**src/rtl/iter_alu.sv**
```systemverilog
// Registered ALU: single-cycle base ops plus iterative unsigned multiply/divide,
// valid/ready on both sides, result and flags held until consumed.
module iter_alu #(
    parameter int WIDTH = 32,
    parameter int OPW   = 4
) (
    input  logic             clk,
    input  logic             rst,
    input  logic             in_valid,
    output logic             in_ready,
    input  logic [OPW-1:0]   op,
    input  logic [WIDTH-1:0] a,
    input  logic [WIDTH-1:0] b,
    output logic             out_valid,
    input  logic             out_ready,
    output logic [WIDTH-1:0] result,
    output logic             overflow,
    output logic             carry,
    output logic             zero,
    output logic             negative
);

    localparam int CW = $clog2(WIDTH) + 1;

    typedef enum logic [1:0] {IDLE, BUSY, DONE} state_t;
    typedef enum logic [3:0] {
        OP_ADD = 4'd0, OP_SUB = 4'd1, OP_AND = 4'd2, OP_OR = 4'd3,
        OP_EQ  = 4'd4, OP_NE  = 4'd5, OP_LTU = 4'd6, OP_GTU = 4'd7,
        OP_MUL = 4'd8, OP_MULHU = 4'd9, OP_DIVU = 4'd10, OP_REMU = 4'd11
    } op_t;

    state_t             state, state_nxt;
    op_t                op_e;
    logic [1:0]         op_q;
    logic [WIDTH-1:0]   a_q, b_q;
    logic [2*WIDTH-1:0] acc;
    logic [CW-1:0]      cnt;
    logic               accept, iter_op, is_sub;

    logic [WIDTH-1:0]   b_eff, basic_res, iter_res;
    logic [WIDTH:0]     sum;
    logic               basic_ov, basic_c;

    logic [WIDTH:0]     mul_add, div_tmp, div_diff;
    logic               div_ge;
    logic [2*WIDTH-1:0] mul_next, div_next;

    assign op_e      = op_t'(op);
    assign in_ready  = (state == IDLE);
    assign out_valid = (state == DONE);
    assign accept    = in_valid && in_ready;
    assign iter_op   = op[3] && !op[2];
    assign is_sub    = (op_e == OP_SUB);

    always_comb begin
        b_eff     = is_sub ? ~b : b;
        sum       = {1'b0, a} + {1'b0, b_eff} + (WIDTH+1)'(is_sub);
        basic_res = '0;
        basic_ov  = 1'b0;
        basic_c   = 1'b0;
        case (op_e)
            OP_ADD, OP_SUB: begin
                basic_res = sum[WIDTH-1:0];
                basic_c   = sum[WIDTH];
                // SUB sees ~b, so one same-sign test covers both directions
                basic_ov  = (a[WIDTH-1] == b_eff[WIDTH-1]) && (sum[WIDTH-1] != a[WIDTH-1]);
            end
            OP_AND:  basic_res = a & b;
            OP_OR:   basic_res = a | b;
            OP_EQ:   basic_res = {{(WIDTH-1){1'b0}}, a == b};
            OP_NE:   basic_res = {{(WIDTH-1){1'b0}}, a != b};
            OP_LTU:  basic_res = {{(WIDTH-1){1'b0}}, a < b};
            OP_GTU:  basic_res = {{(WIDTH-1){1'b0}}, a > b};
            default: basic_res = '0;
        endcase
    end

    // Multiply: acc = {partial product, remaining multiplier}, shifted right each step.
    // Divide:   acc = {partial remainder, dividend/quotient}, shifted left each step.
    always_comb begin
        mul_add  = {1'b0, acc[2*WIDTH-1:WIDTH]} + (acc[0] ? {1'b0, a_q} : '0);
        mul_next = {mul_add, acc[WIDTH-1:1]};
        div_tmp  = {acc[2*WIDTH-1:WIDTH], acc[WIDTH-1]};
        div_ge   = (div_tmp >= {1'b0, b_q});
        div_diff = div_tmp - {1'b0, b_q};
        div_next = {(div_ge ? div_diff[WIDTH-1:0] : div_tmp[WIDTH-1:0]), acc[WIDTH-2:0], div_ge};
    end

    assign iter_res = op_q[0] ? acc[2*WIDTH-1:WIDTH] : acc[WIDTH-1:0];

    always_comb begin
        state_nxt = state;
        case (state)
            IDLE:    if (accept) state_nxt = iter_op ? BUSY : DONE;
            BUSY:    if (cnt == CW'(WIDTH)) state_nxt = DONE;
            DONE:    if (out_ready) state_nxt = IDLE;
            default: state_nxt = IDLE;
        endcase
    end

    always_ff @(posedge clk or negedge rst) begin
        if (!rst) state <= IDLE;
        else      state <= state_nxt;
    end

    always_ff @(posedge clk or negedge rst) begin
        if (!rst) begin
            op_q     <= '0;
            a_q      <= '0;
            b_q      <= '0;
            acc      <= '0;
            cnt      <= '0;
            result   <= '0;
            overflow <= 1'b0;
            carry    <= 1'b0;
            zero     <= 1'b0;
            negative <= 1'b0;
        end else if (accept) begin
            op_q <= op[1:0];
            a_q  <= a;
            b_q  <= b;
            cnt  <= '0;
            if (iter_op) begin
                acc <= op[1] ? {{WIDTH{1'b0}}, a} : {{WIDTH{1'b0}}, b};
            end else begin
                result   <= basic_res;
                overflow <= basic_ov;
                carry    <= basic_c;
                zero     <= (basic_res == '0);
                negative <= basic_res[WIDTH-1];
            end
        end else if (state == BUSY) begin
            if (cnt != CW'(WIDTH)) begin
                acc <= op_q[1] ? div_next : mul_next;
                cnt <= cnt + CW'(1);
            end else begin
                result   <= iter_res;
                overflow <= 1'b0;
                carry    <= 1'b0;
                zero     <= (iter_res == '0);
                negative <= iter_res[WIDTH-1];
            end
        end
    end

endmodule

```
**config.mk**
```make
export PLATFORM = sky130hd
export DESIGN_NAME = iter_alu
export DESIGN_NICKNAME = d
export VERILOG_FILES = /design/src/rtl/iter_alu.sv
export SDC_FILE = /design/constraint.sdc
export NUM_CORES = 1
export LEC_CHECK = 0
export CAP_MARGIN = 25
export CORE_MARGIN = 3
export CORE_UTILIZATION = 39
export DETAILED_ROUTE_END_ITERATION = 8
export PLACE_DENSITY = 0.56
export SYNTH_ARGS = -nofsm -noshare
export SYNTH_HDL_FRONTEND = slang
export SYNTH_SLANG_ARGS = --single-unit
```
**constraint.sdc**
```tcl
create_clock -name clk -period 3.5 [get_ports clk]
set_input_delay 0.7 -clock clk [delete_from_list [all_inputs] [get_ports clk]]
set_output_delay 0.7 -clock clk [all_outputs]
set_load 0.01 [all_outputs]
```
==> results of run 1 <==
## where the power goes
part | switching [W] | internal (W) | leakage [nW] | total [W]
Sequential | 0.000669 | 0.00283 | 2.21 | 0.00350
Combinational | 0.00566 | 0.00484 | 8.43 | 0.0105
Clock | 0.000946 | 0.00106 | 0.290 | 0.00200
## placed cells by master (no fill, tap or decap), drive strengths merged, types with 46 or more instances in the layout
cell type,count
mux2,46
a21oi,121
nor2,86
o211ai,47
dfrtp,173
clkdlybuf4s50,95
mux2i,63
nand2,258
buf,454
ha,201
inv,143
o21ai,235
xnor2,73
## stage by stage
| stage | setup slack (ps) | util | instances |
|---|---|---|---|
| 4_1_cts | -923 | 0.540 | 2975 |
| 3_3_place_gp | -1690 | 0.510 | 2920 |
| 2_1_floorplan | -1390 | - | 1969 |
| 5_1_grt | -1110 | 0.560 | 2997 |
| 3_5_place_dp | -1780 | 0.510 | 2920 |
| 6_report | -987 | 0.560 | 2997 |
## area by class of cell
class,count,area (um^2),share of cell area
inverters,137,514,0.0224
well taps,532,666,0.0290
repair buffers,561,4720,0.206
clock buffers,20,467,0.0203
clock inverters,12,124,0.00539
multi-input cells,1562,12100,0.529
flip-flops and latches,173,4330,0.189
## metal layers
layer	global-route usage	vias to the layer above	wire length (um)
li1	-	8008	-
met1	0.432	7927	31700
met2	0.426	397	27400
met3	0.0381	51	3440
met4	0.0714	0	1340
met5	0	-	0
## worst max path at each step
stage | to | depth (start not counted) | slack, ps | start
floorplan | zero | 20 | -1390 | op[1]
global route | zero | 19 | -1110 | op[3]
CTS | zero | 18 | -920 | op[1]
global placement | zero | 18 | -1690 | op[2]
finish | zero | 16 | -990 | a[1]
detailed placement | zero | 16 | -1780 | op[2]
## cell families (layout without fill, tap and decap cells)
logic type	after synthesis	after routing	synth area share
fa+ha+maj	204	204	0.158
mux	109	109	0.0706
buf+inv	234	730	0.0551
compound gates	608	608	0.237
flops	173	173	0.266
xor+xnor	105	105	0.0565
simple gates	536	536	0.157
## registers in the layout (all words and copies together), names as in the netlist
name and cells:
acc 64, a_q 32, b_q 32, result 32, cnt 6, op_q 2
state 2, carry 1, overflow 1, zero 1
## what timing repair did
item | in CTS | in global routing
endpoints found under the setup margin | 40 | 51
gates resized for setup | 120 | 125
gates cloned | 0 | 1
pin swaps | 58 | 87
hold buffers | 0 | 0
setup buffers | 25 | 27
==> results.sh, run 1 <==
export IMPL_status="finished, violations left"
export IMPL_violations="setup timing"
export IMPL_drt_vias_per_instance=5.47
export IMPL_root_buffer="clkbuf_16"
export IMPL_wirelength_mm=63.9
export IMPL_grt_pass1_wl_mm=96.2
export IMPL_final_antenna_net_count=0
export IMPL_cp_end_kind="flop"
export IMPL_worst_hold_slack_ps=239
export IMPL_fin_nets=2728
export IMPL_syn_nets=2245
export IMPL_cp_cell_sequence="clkdlybuf4s50_1, inv_1, buf_4, fa_2, nand3b_1, a211oi_2, o211ai_2, buf_4, a21oi_2, mux2i_1, a221o_1, a2111oi_2, nand4_1, or4_4, or4_4, o31ai_2"
export IMPL_ys_warnings_count=0
export IMPL_clk_path_buf_depth=2
export IMPL_first_pass_iters=7
export IMPL_cpLargestDelayFamily="compound AO/OA/AOI/OAI gates"
export IMPL_p_total_w=0.0160
export IMPL_synthArstFlopShare=1.00
export IMPL_cts_clk_slew_worst_paths_ps=70
export IMPL_grt_overflow_total=0
export IMPL_grt_max_degree=68
export IMPL_synth_edf_count=0
export IMPL_setup_viol=18
export IMPL_placementRows=74
export IMPL_start_util=0.397
export IMPL_nFillCells=3798
export IMPL_rsz0062_at_grt="true"
export IMPL_syn_inst=1969
export IMPL_coreArea_um2=41000
export IMPL_area_growth_pct=41.2
export IMPL_max_freq_mhz=223
export IMPL_slew_viol_final=0
export IMPL_finClkSkew_ps=10.3
export IMPL_yosysUniqueCellTypes=85
export IMPL_vias=16400
export IMPL_period_needed_ps=4490
export IMPL_post_route_period_util=1.28
export IMPL_maxSlewHeadroom=0.538
export IMPL_crit_fanout=4
export IMPL_gp_congestion=0.921
export IMPL_p_leak_nw=10.9
export IMPL_worst_slack_ps=-987
export IMPL_grt_pass1_vias=16000
export IMPL_postLayoutCellArea_um2=23000
export IMPL_insertion_delay_ps=460
export IMPL_drc_errors=0
export IMPL_gr_usage_all_layers=0.284
export IMPL_routedWlPerCell_um=21.3
export IMPL_die_h_um=210
export IMPL_synthFlopType="dfrtp_1"
export IMPL_r2r_end="zero"
export IMPL_critPathLaunchType="input port"
export IMPL_synth_top_cells_by_area="dfrtp_1 (27%), ha_1 (15%), o21ai_0 (7.1%)"
export IMPL_tns_ps=-5390
export IMPL_dp_hpwl_mm=50.1
export IMPL_r2r_slack_ps=-90
export IMPL_port_buffers=109
export IMPL_fp_dieArea_um2=44200
export IMPL_powerDensity_nw_per_um2=697
export IMPL_ys_seq_elements=173
export IMPL_hold_violations=0
export IMPL_crit_required_ps=3870
export IMPL_cts_sinks=173
export IMPL_yosysTopAreaCell="dfrtp_1"
export IMPL_drv_cap=0
export IMPL_place_area_um2=20900
export IMPL_critical_path_class="input port to flop"
export IMPL_numCtsBuffers=17
export IMPL_critPathSlowestCell="clkdlybuf4s50_1"
export IMPL_r2r_start="cnt[1]"
export IMPL_avgSynthCellArea_um2=8.26
export IMPL_netlist_area_um2=16300
export IMPL_cpPeakStageDelay_ps=540
export IMPL_hold_class="input port to asynchronous set/reset pin"
export IMPL_yosys_top_cells_count="nand2_1 (257), o21ai_0 (230), ha_1 (201)"
export IMPL_htree_levels=4
export IMPL_synth_most_common_cell="nand2_1"
export IMPL_antennaDiodeCount=0
export IMPL_dieWidth_um=210
export IMPL_peakVddDrop_v=0.000423
export IMPL_worstPathArrival_ps=4860
export IMPL_reg2regPathDepth=15
export IMPL_crit_buf_inv=4
export IMPL_worst_pin_slew_ps=693
export IMPL_drive_above_1_share=0.294
export IMPL_synth_top_cell_area_share=0.266
export IMPL_synth_seq_area_share=0.266
export IMPL_io_pins=110
export IMPL_antenna_found_initial=0
export IMPL_cts_tree="yes"
export IMPL_dr_first_iter_drc_count=1281
(Power assumes the default switching activity.)
==> run 2, diff against run 1 <==
CTS_CLUSTER_SIZE = 16   (was default)
HOLD_SLACK_MARGIN = 0.03   (was default)
==> results of run 2 <==
Same layout as run 1: the final DEF is identical, and so are final timing and power.
